==> config.mk <==
export PLATFORM = sky130hd
export DESIGN_NAME = microcode_sequencer
export DESIGN_NICKNAME = d
export VERILOG_FILES = /design/src/rtl/microcode_sequencer.sv
export SDC_FILE = /design/constraint.sdc
export NUM_CORES = 1
export LEC_CHECK = 0
export CELL_PAD_IN_SITES_DETAIL_PLACEMENT = 0
export CELL_PAD_IN_SITES_GLOBAL_PLACEMENT = 1
export CORE_MARGIN = 8
export CORE_UTILIZATION = 28
export DETAILED_ROUTE_END_ITERATION = 10
export GPL_ROUTABILITY_DRIVEN = 0
export GPL_TIMING_DRIVEN = 1
export HOLD_SLACK_MARGIN = 0.06
export PLACE_DENSITY = 0.87
export SLEW_MARGIN = 40
export SYNTH_ARGS = -nofsm -noshare
export SYNTH_HDL_FRONTEND = slang
export SYNTH_SLANG_ARGS = --single-unit
==> constraint.sdc <==
create_clock -name clk -period 4.6 [get_ports clk]
set_input_delay 1.15 -clock clk [delete_from_list [all_inputs] [get_ports clk]]
set_output_delay 1.15 -clock clk [all_outputs]
set_load 0.02 [all_outputs]
==> src/rtl/microcode_sequencer.sv <==
// microcode_sequencer: run-mode micro-op sequencer for the 8-bit bus CPU.
// Steps T0..T5 per instruction, parks in IDLE while the programmer owns the
// datapath, and sticks in HALT after an HLT until `programming` is pulsed.
// Optional build macro: EARLY_RETIRE_EN -- return to T0 right after the last
// non-idle micro-op of each opcode instead of padding every instruction to T5.
module microcode_sequencer #(
    parameter logic [14:0] IDLE_WORD = 15'h0FE3
) (
    input  logic        clk,
    input  logic        rst,
    input  logic        programming,
    input  logic [3:0]  opcode,
    output logic [14:0] control_word,
    output logic [2:0]  stage,
    output logic        halted
);

    typedef enum logic [2:0] {
        S_T0   = 3'd0,
        S_T1   = 3'd1,
        S_T2   = 3'd2,
        S_T3   = 3'd3,
        S_T4   = 3'd4,
        S_T5   = 3'd5,
        S_IDLE = 3'd6,
        S_HALT = 3'd7
    } stage_t;

    // control word bit positions (names with a leading n are active-low)
    localparam int C_P   = 14;
    localparam int E_P   = 13;
    localparam int L_P   = 12;
    localparam int NL_MA = 11;
    localparam int NL_MD = 10;
    localparam int NCE   = 9;
    localparam int NL_R  = 8;
    localparam int NL_I  = 7;
    localparam int NE_I  = 6;
    localparam int NL_A  = 5;
    localparam int E_A   = 4;
    localparam int S_U   = 3;
    localparam int E_U   = 2;
    localparam int NL_B  = 1;
    localparam int NL_O  = 0;

    localparam logic [3:0] OP_LDA = 4'h0;
    localparam logic [3:0] OP_ADD = 4'h1;
    localparam logic [3:0] OP_SUB = 4'h2;
    localparam logic [3:0] OP_STA = 4'h3;
    localparam logic [3:0] OP_LDI = 4'h4;
    localparam logic [3:0] OP_JMP = 4'h5;
    localparam logic [3:0] OP_OUT = 4'hE;
    localparam logic [3:0] OP_HLT = 4'hF;

    stage_t state;
    logic   retire;

`ifdef EARLY_RETIRE_EN
    logic is_nop;
    assign is_nop = (opcode >= 4'h6) && (opcode <= 4'hD);

    // flag the stage that carries the opcode's final useful micro-op
    always_comb begin
        retire = 1'b0;
        case (state)
            S_T1:    retire = is_nop;
            S_T2:    retire = (opcode == OP_LDI) || (opcode == OP_JMP) || (opcode == OP_OUT);
            S_T3:    retire = (opcode == OP_LDA);
            S_T4:    retire = (opcode == OP_ADD) || (opcode == OP_SUB) || (opcode == OP_STA);
            default: retire = 1'b0;
        endcase
    end
`else
    assign retire = 1'b0;
`endif

    // stage register; reset beats programming, programming beats everything else
    always_ff @(posedge clk) begin
        if (rst) begin
            state <= S_IDLE;
        end else if (programming) begin
            state <= S_IDLE;
        end else begin
            case (state)
                S_IDLE: state <= S_T0;
                S_HALT: state <= S_HALT;
                S_T5:   state <= S_T0;
                S_T2: begin
                    if (opcode == OP_HLT) state <= S_HALT;
                    else if (retire)      state <= S_T0;
                    else                  state <= S_T3;
                end
                default: begin
                    if (retire) state <= S_T0;
                    else        state <= stage_t'(state + 3'd1);
                end
            endcase
        end
    end

    // micro-op decode; unlisted signals keep their idle level
    always_comb begin
        control_word = IDLE_WORD;
        case (state)
            S_T0: begin
                control_word[E_P]   = 1'b1;
                control_word[NL_MA] = 1'b0;
            end
            S_T1: begin
                control_word[NCE]  = 1'b0;
                control_word[NL_I] = 1'b0;
                control_word[C_P]  = 1'b1;
            end
            S_T2: begin
                case (opcode)
                    OP_LDA, OP_ADD, OP_SUB, OP_STA: begin
                        control_word[NE_I]  = 1'b0;
                        control_word[NL_MA] = 1'b0;
                    end
                    OP_LDI: begin
                        control_word[NE_I] = 1'b0;
                        control_word[NL_A] = 1'b0;
                    end
                    OP_JMP: begin
                        control_word[NE_I] = 1'b0;
                        control_word[L_P]  = 1'b1;
                    end
                    OP_OUT: begin
                        control_word[E_A]  = 1'b1;
                        control_word[NL_O] = 1'b0;
                    end
                    default: control_word = IDLE_WORD;
                endcase
            end
            S_T3: begin
                case (opcode)
                    OP_LDA: begin
                        control_word[NCE]  = 1'b0;
                        control_word[NL_A] = 1'b0;
                    end
                    OP_ADD, OP_SUB: begin
                        control_word[NCE]  = 1'b0;
                        control_word[NL_B] = 1'b0;
                    end
                    OP_STA: begin
                        control_word[E_A]   = 1'b1;
                        control_word[NL_MD] = 1'b0;
                    end
                    default: control_word = IDLE_WORD;
                endcase
            end
            S_T4: begin
                case (opcode)
                    OP_ADD: begin
                        control_word[E_U]  = 1'b1;
                        control_word[NL_A] = 1'b0;
                    end
                    OP_SUB: begin
                        control_word[E_U]  = 1'b1;
                        control_word[S_U]  = 1'b1;
                        control_word[NL_A] = 1'b0;
                    end
                    OP_STA: control_word[NL_R] = 1'b0;
                    default: control_word = IDLE_WORD;
                endcase
            end
            default: control_word = IDLE_WORD;
        endcase
    end

    assign stage  = state;
    assign halted = (state == S_HALT);

endmodule
==> summary.md <==
| Metric | Value |
|---|---|
| Setup CP Type | `input pin to primary output` |
| Largest net degree at the start of global routing | `13` |
| Total power | `0.131 mW` |
| Int Pwr | `0.0872 mW` |
| Dpl cells | `97` |
| Worst-margin pin slew | `0.369 ns` |
| CTS Buf Count | `3` |
| Clock network power share | `34.3%` |
| Layout cells sized above 1 | `5.95%` |
| FF+latch count, synth | `3` |
| Startpoint types | `input pin` |
| Initial detailed-routing violation count | `7` |
| Max Clk Rate | `0.237 GHz` |
| GRT Util Overall | `8.27%` |
| IO Port Bufs | `25` |
| Total Wirelength | `1.34 mm` |
| First-pass GRT wire length | `2.30 mm` |
| Hpwl dp | `1.08 mm` |
| Clock Latency Late Sink | `0.23 ns` |
| Net Sw Power | `0.0442 mW` |
| Worst-path fanout max | `9` |
| GRT Residual Overflow | `0` |
| Antenna-violating nets left | `0` |
| Drc violations | `0` |
| Min Tclk post-route | `4.21 ns` |
| Area Overhead vs Synth | `53.7%` |
| Final Hold Fails | `0` |
| Crit-path max cell delay | `0.54 ns` |
| CTS clock-pin slew for the worst setup and hold paths | `0.03 ns` |
| Worst vdd ir | `0.000131 V` |
| CP required | `3.45 ns` |
| Final nets | `98` |
| Combinational share of power | `41.2%` |
| Vias in the first global route | `533` |
| Status | `finished clean` |
| P per Cell Area | `177 nW/um2` |
| Vias/cell | `5.07` |
| Post-CTS Setup Bufs | `0` |
| Critical-path cell list | `clkdlybuf4s50_1 > or3b_4 > or3b_1 > clkdlybuf4s50_1` |
| Switch share | `33.6%` |
| Worst Setup End Kind | `primary output` |
| Sequential-to-total area share from yosys stat | `12.4%` |
| Via count | `512` |
| Total of max-cap violations | `0` |
| Unique masters post-synth | `36` |
| Drt wl/cell | `13.3 um` |
| Clk_skew | `0.00499 ns` |
| Clk sinks | `3` |
| Max_slew headroom | `75.3%` |
| Post-CTS Hold Fix Bufs | `0` |
| Post-synth EDFFs | `0` |
| Synthesized Nets | `72` |
| Leakage | `0.298 nW` |
| Arr. time, crit path | `3.06 ns` |
| Cell Area, Synth | `484 um2` |
| Period utilization | `91.6%` |
| CTS tree | `done` |
| Post-synthesis async set-or-reset flop share | `0%` |
| Core Area | `1670 um2` |
| Syn Area/Cell | `8.21 um2` |
| Die Ht | `57.6 um` |
| Hold WC Path Type | `flip-flop to flip-flop` |
| CTS resizes | `0` |
| Clock tree buffer depth | `2` |
| Die ar. | `3320 um2` |
| # H-tree levels | `1` |
| TNS Setup | `0 ns` |
| Crit-path slowest cell | `clkdlybuf4s50_1` |
| Sequential power share | `24.5%` |
| Fin cells | `101` |
| Root buf cell | `clkbuf_4` |
| RSZ-0062 raised after global routing | `false` |
| N_diodes | `0` |
| Drt pass-1 iters | `3` |
| Cells after synthesis | `59` |
| Yosys warns | `0` |
| Row count | `15` |
| Die width | `57.6 um` |
| Final Setup Violations | `0` |
| Max FFs per register | `3` |
| Initial antenna violation count | `0` |
| Crit-path most repeated cell | `clkdlybuf4s50_1` |
| Top FF cell, synth | `dfxtp_1` |
| IO Pins | `26` |
| Initial Util | `29.0%` |
| Max Slew Vio Count | `0` |
==> power groups by stage <==
stage / clock network [mW] / logic [mW] / registers, mW
6_report: 0.0451 / 0.0541 / 0.0322
5_1_grt: 0.0492 / 0.0586 / 0.0330
4_1_cts: 0.0470 / 0.0546 / 0.0322
3_5_place_dp: 0 / 0.0542 / 0.0326
3_3_place_gp: 0 / 0.0538 / 0.0326
2_1_floorplan: 0 / 0.0343 / 0.0333
==> worst max-delay path, delay by kind of cell <==
| family | cells | cell delay, ns |
|---|---|---|
| and+or+nand+nor | 2 | 0.82 |
| buffers and inverters | 2 | 1.08 |
==> cells in the final DEF, fill, tap and decap left out, types with 2 or more instances in the layout <==
cell type,instances
dfxtp_1,3
clkbuf_4,3
clkdlybuf4s50_1,25
mux2i_1,2
nor2b_1,3
o21ai_1,2
nand2_1,3
nand2b_1,2
ha_1,6
nor2_1,4
and2_1,2
inv_1,4
==> Yosys cell counts (2+ instances only) <==
cell      count  area [um2]
nor2b_1       3        18.8
o21ai_1       2        10.0
ha_1          6        75.1
inv_1         4        15.0
nor2_1        4        15.0
nand2_1       3        11.3
nand2b_1      2        12.5
dfxtp_1       3        60.1
buf_6         3        33.8
and2_1        2        12.5
mux2i_1       2        20.0
==> through the flow <==
stage / setup WS, ns / hold slack (ns) / instance area, um2 / util (%)
global placement: 0.402 / 0.632 / 718 / 43.0
floorplan: 1.33 / 0.707 / 484 / -
global route: 0.284 / 0.681 / 744 / 44.6
detailed placement: 0.391 / 0.637 / 718 / 43.0
CTS: 0.389 / 0.640 / 744 / 44.6
finish: 0.388 / 0.640 / 744 / 44.6
==> cell type report <==
| type | count | area (um2) |
|---|---|---|
| Inverter | 4 | 15.0 |
| Multi-Input combinational cell | 48 | 372 |
| Clock buffer | 4 | 26.3 |
| Sequential cell | 3 | 60.1 |
| Timing Repair Buffer | 25 | 250 |
| Tap cell | 17 | 21.3 |
| Fill cell | 176 | 926 |
==> routing by layer <==
metal	global-route usage (%)	share of wire (%)	up-vias	wire length, um
li1	-	-	266	-
met1	9.54	43	233	572
met2	14.0	50	13	667
met3	2.91	7.7	0	103
met4	2.14	0	0	0
met5	0	0	-	0
==> kinds of logic (layout without fill, tap and decap cells) <==
group | Yosys count | count (layout) | share of synthesized area (%)
AO/OA/AOI/OAI | 13 | 13 | 19.9
XOR/XNOR | 1 | 1 | 1.81
adder cells (fa/ha/maj) | 6 | 6 | 15.5
buffers and inverters | 8 | 33 | 10.9
flip-flops | 3 | 3 | 12.4
multiplexers | 3 | 3 | 6.46
AND/OR/NAND/NOR | 25 | 25 | 33.1
==> worst paths after layout <==
check	to	start	depth (start not counted)	slack, ns
setup / recovery	control_word[1]	opcode[2]	4	0.39
hold / removal	stage[0]	stage[0]	2	0.64
setup reg to reg	stage[2]	stage[0]	5	3.02
hold reg to reg	stage[0]	stage[0]	2	0.64
No activity file was read; power rests on OpenSTA's default activity.
